--- src/rtl/reservoir_stream.sv ---
// Time-delay reservoir: a shift chain of virtual nodes closed into a feedback loop
// through an external nonlinearity, with valid/ready streaming on both sides.
module reservoir_stream #(
   parameter int DATA_WIDTH = 32,
   parameter int MAX_NODES  = 64,
   parameter int NODE_CNT_W = $clog2(MAX_NODES + 1)
) (
   input  logic                  clk,
   input  logic                  rst,
   input  logic                  clear,
   input  logic [NODE_CNT_W-1:0] cfg_num_nodes,
   input  logic [3:0]            cfg_fb_shift,
   input  logic                  s_valid,
   output logic                  s_ready,
   input  logic [DATA_WIDTH-1:0] s_data,
   output logic [DATA_WIDTH-1:0] nl_in,
   input  logic [DATA_WIDTH-1:0] nl_out,
   output logic                  m_valid,
   input  logic                  m_ready,
   output logic [DATA_WIDTH-1:0] m_data,
   output logic                  busy
);

   localparam int IDX_W = (MAX_NODES > 1) ? $clog2(MAX_NODES) : 1;

   typedef enum logic [1:0] {
      IDLE = 2'd0,
      NL   = 2'd1,
      OUT  = 2'd2
   } state_t;

   state_t                state_q, state_d;
   logic [DATA_WIDTH-1:0] node_q [MAX_NODES];
   logic [DATA_WIDTH-1:0] node_d [MAX_NODES];
   logic [DATA_WIDTH-1:0] sum_q, sum_d;
   logic [DATA_WIDTH-1:0] m_data_q, m_data_d;
   logic                  m_valid_q, m_valid_d;

   logic [NODE_CNT_W-1:0] ne;
   logic [IDX_W-1:0]      tap_idx;
   logic [DATA_WIDTH-1:0] tap;
   logic [DATA_WIDTH-1:0] fb;
   logic [DATA_WIDTH:0]   add_full;
   logic [DATA_WIDTH-1:0] sum_sat;
   logic                  accept;

   // Feedback path: clamp loop length, pick the oldest active node, attenuate, saturating add.
   always_comb begin
      ne = cfg_num_nodes;
      if (cfg_num_nodes == '0) begin
         ne = NODE_CNT_W'(1);
      end else if (cfg_num_nodes > NODE_CNT_W'(MAX_NODES)) begin
         ne = NODE_CNT_W'(MAX_NODES);
      end
      tap_idx  = IDX_W'(ne - NODE_CNT_W'(1));
      tap      = node_q[tap_idx];
      fb       = tap >> cfg_fb_shift;
      add_full = {1'b0, s_data} + {1'b0, fb};
      sum_sat  = add_full[DATA_WIDTH] ? '1 : add_full[DATA_WIDTH-1:0];
   end

   assign s_ready = (state_q == IDLE) && !clear;
   assign accept  = s_valid && s_ready;

   always_comb begin
      state_d   = state_q;
      node_d    = node_q;
      sum_d     = sum_q;
      m_data_d  = m_data_q;
      m_valid_d = m_valid_q;

      unique case (state_q)
         IDLE: begin
            if (accept) begin
               sum_d   = sum_sat;
               state_d = NL;
            end
         end
         NL: begin
            node_d[0] = nl_out;
            for (int i = 1; i < MAX_NODES; i++) begin
               node_d[i] = node_q[i-1];
            end
            m_data_d  = nl_out;
            m_valid_d = 1'b1;
            state_d   = OUT;
         end
         OUT: begin
            if (m_ready) begin
               m_valid_d = 1'b0;
               state_d   = IDLE;
            end
         end
         default: begin
            state_d = IDLE;
         end
      endcase

      // Clear drops any in-flight sample; m_data keeps its last value.
      if (clear) begin
         for (int i = 0; i < MAX_NODES; i++) begin
            node_d[i] = '0;
         end
         sum_d     = '0;
         m_valid_d = 1'b0;
         state_d   = IDLE;
      end
   end

   always_ff @(posedge clk or posedge rst) begin
      if (rst) begin
         state_q   <= IDLE;
         sum_q     <= '0;
         m_data_q  <= '0;
         m_valid_q <= 1'b0;
         for (int i = 0; i < MAX_NODES; i++) begin
            node_q[i] <= '0;
         end
      end else begin
         state_q   <= state_d;
         sum_q     <= sum_d;
         m_data_q  <= m_data_d;
         m_valid_q <= m_valid_d;
         node_q    <= node_d;
      end
   end

   assign nl_in   = sum_q;
   assign m_valid = m_valid_q;
   assign m_data  = m_data_q;
   assign busy    = (state_q != IDLE);

endmodule

--- config.mk ---
export PLATFORM = sky130hd
export DESIGN_NAME = reservoir_stream
export DESIGN_NICKNAME = d
export VERILOG_FILES = /design/src/rtl/reservoir_stream.sv
export SDC_FILE = /design/constraint.sdc
export NUM_CORES = 2
export LEC_CHECK = 0
export ABC_AREA = 1
export CELL_PAD_IN_SITES_DETAIL_PLACEMENT = 0
export CELL_PAD_IN_SITES_GLOBAL_PLACEMENT = 1
export CORE_AREA = 8 8 544 546
export CTS_BUF_LIST = sky130_fd_sc_hd__clkbuf_16
export CTS_CLUSTER_DIAMETER = 100
export DETAILED_ROUTE_END_ITERATION = 8
export DIE_AREA = 0 0 552 554
export PLACE_DENSITY = 0.65
export SYNTH_ARGS = -nofsm -noshare
export SYNTH_HDL_FRONTEND = slang
export SYNTH_SLANG_ARGS = --single-unit
export TNS_END_PERCENT = 50
--- constraint.sdc ---
create_clock -name clk -period 81 [get_ports clk]
set_input_delay 16.2 -clock clk [delete_from_list [all_inputs] [get_ports clk]]
set_output_delay 16.2 -clock clk [all_outputs]
set_load 0.02 [all_outputs]
==> key figures <==
Floorplan
  • # IOs: 147
  • Core ar.: 286,900 µm²
  • Die height: 554 µm
  • Row cnt: 197
  • Die width: 552 µm
  • Initial Utilization: 0.3485
  • Total Die Area: 305,800 µm²

Cells and area
  • Layout cells sized above 1: 0.04342
  • End-of-flow core utilization: 0.3859
  • Nets@finish: 11,670
  • Layout area overhead: 10.73%

Timing
  • Layout Skew: 71.59 ps
  • Fmax achieved: 29.64 MHz
  • TNS Setup: 0 ps
  • Final worst slack: 47,260 ps
  • Final hold vios: 0
  • Minimum clock period: 33,740 ps
  • Fin Hold WS: 479.2 ps
  • # setup viols final: 0
  • Fin crit share: 0.4166
  • RSZ-0062 raised after global routing: no
  • Worst-margin pin slew: 1186 ps
  • Relative slew margins: 0.2096
  • Fin. max-slew vios: 0

Critical path
  • CP required: 64,800 ps
  • Slowest cell delay on critical path: 640 ps
  • Crit path DAT: 17,540 ps
  • Crit Path Class: in2out
  • CP bufs+invs: 2
  • CP endpoint kind: primary output
  • Worst Setup SP: clear
  • Critical path cell sequence: clkdlybuf4s50_1 -> nor2_1 -> clkdlybuf4s50_1
  • Critical path fanouts, max: 4
  • CP startpoint kind: input port
  • Worst R2R Start: state_q[0]
  • Crit path max-delay family: buffers and inverters
  • Crit-path slowest cell: clkdlybuf4s50_1
  • CP dominant cell by count: clkdlybuf4s50_1

Detailed routing
  • DRT Wirelength: 302.9 mm
  • Post-route ant nets: 0
  • Routed wl met3: 15.55 mm
  • DRC: 0
  • Met2 WL: 142.5 mm
  • First drt pass iteration count: 5
  • WL met1: 137.8 mm
  • Top Layer Used: met4
  • Via count: 83,900
  • Via density: 5.402
  • Routed len/inst: 19.50 µm
  • Drt initial violations: 7,620

Job
  • Max-Cap Viols: 0

Power and ir drop
  • Maximum vdd drop: 0.01815 mV
  • Overall power: 0.002436 W
  • PwrDens: 22.00 nW/µm²
  • Leakage power: 50.70 nW

Yosys
  • Post-Syn Nets: 12,120
  • Synthesis-stage register bit count: 2,115
  • Post-synth EDFFs: 0
  • Mean post-synth cell area: 8.333 µm²
  • Primary FF master, synth: dfrtp_1
  • Mapped Area: 100,000 µm²
  • Fraction of registers with async set/reset: 1.000
  • Syn. warnings: 0
  • Sequential-to-total area share from yosys stat: 0.5293
  • Synth unique cells: 46
  • Mapped Cells: 12,000

Placement
  • Detailed placement HPWL: 161.5 mm
  • Pre-CTS WS: 47,260 ps
  • Placer Congestion: 0.7956
  • IO Port Bufs: 146

GRT
  • Largest net degree at the start of global routing: 222
  • First-pass GRT wire length: 482.4 mm
  • Vias in the first global route: 82,730
  • GR Overflow Total: 0
  • Initial antenna violation count: 1
  • Tot GR Track Use: 0.1915

Clock tree
  • H-tree levels: 4
  • CTS root buf: clkbuf_16
  • Post-CTS Repair Setup Buffers: 0
  • CTS sink count: 2,115
  • Worst-skew pair later-pin latency: 910 ps
  • # resized after CTS: 0
  • Clock Path Buffers: 4
  • CTS Hold Bufs: 0
  • Clock Pin Slew Worst Setup and Hold Paths: 60 ps
  • CTS tree: built
  • CTS Buf Count: 242

Outcome
  • Status: finished clean

Min path
  • Hold Startpoint: nl_in[18]
  • Worst min path class: reg2reg
==> kinds of logic after synthesis <==
family / synth area share
AO/OA/AOI/OAI: 0.1375
AND/OR/NAND/NOR: 0.2025
XOR/XNOR: 0.002678
buffers and inverters: 0.1199
flip-flops: 0.5293
adder cells (fa/ha/maj): 0.004579
multiplexers: 0.003603
==> sequential cells by signal, indices dropped and copies added (netlist names) <==
register	count
node_q	2048
m_data	32
nl_in	32
state_q	2
m_valid	1
==> layer usage <==
metal,GRT usage,vias to the layer above
met5,0,-
met4,0.04776,0
met3,0.02569,436
met2,0.3151,2240
met1,0.2673,41750
li1,-,39470
==> layout make-up <==
cell class / instances / area [µm²]
Clock buffer: 244 / 6106
Timing Repair Buffer: 285 / 2775
Antenna cell: 4 / 10.01
Fill cell: 29220 / 176200
Clock inverter: 196 / 1080
Multi-Input combinational cell: 6810 / 35220
Inverter: 2096 / 7886
Tap cell: 3781 / 4731
Sequential cell: 2115 / 52930
==> layout by cell type (no fill, tap or decap), types with 7 or more instances in the layout <==
cell and n:
ha_1 34, o22ai_1 2016, mux2_2 32, clkinv_1 68, o211ai_1 40, clkinv_2 46, nand3_1 2601, nand2_1 1845
a21oi_1 45, buf_12 22, o21ai_1 7, dfrtp_1 2115, o21ai_0 72, nor2_1 32, xor2_1 21, clkdlybuf4s50_1 145
inv_1 2156, clkbuf_16 244, bufinv_16 8, buf_4 117
==> final timing paths <==
path	endpoint	slack (ps)	depth (start not counted)
min in group asynchronous	node_q[212]	15890	2
worst min-delay path	nl_in[18]	480	1
worst max-delay path	s_ready	47260	3
worst max register to register	node_q[77]	75330	8
max in group asynchronous	nl_in[17]	60140	7
worst min register to register	nl_in[18]	480	1
==> synth_stat cells (all sizes together) (22+ instances only) <==
master	n	area share
buf	390	0.019
nand3	2602	0.13
a21oi	46	0.0024
clkbuf	589	0.022
inv	2091	0.078
mux2	32	0.0036
o22ai	2016	0.13
nor2	38	0.0015
xor2	22	0.0020
o211ai	40	0.0030
o21ai	81	0.0041
nand2	1853	0.070
ha	35	0.0044
dfrtp	2115	0.53
==> per-stage QoR <==
stage	instances	area, µm²
global route	15530	110700
global placement	15090	103500
detailed placement	15090	103500
finish	15530	110700
floorplan	12000	100000
CTS	15530	110700
==> where the power goes <==
| group | internal (W) | switching (W) |
|---|---|---|
| Clock | 0.000566 | 0.000442 |
| Sequential | 0.00106 | 0.00000393 |
| Combinational | 0.0000937 | 0.000265 |
Power figures use the tool's default switching activity.
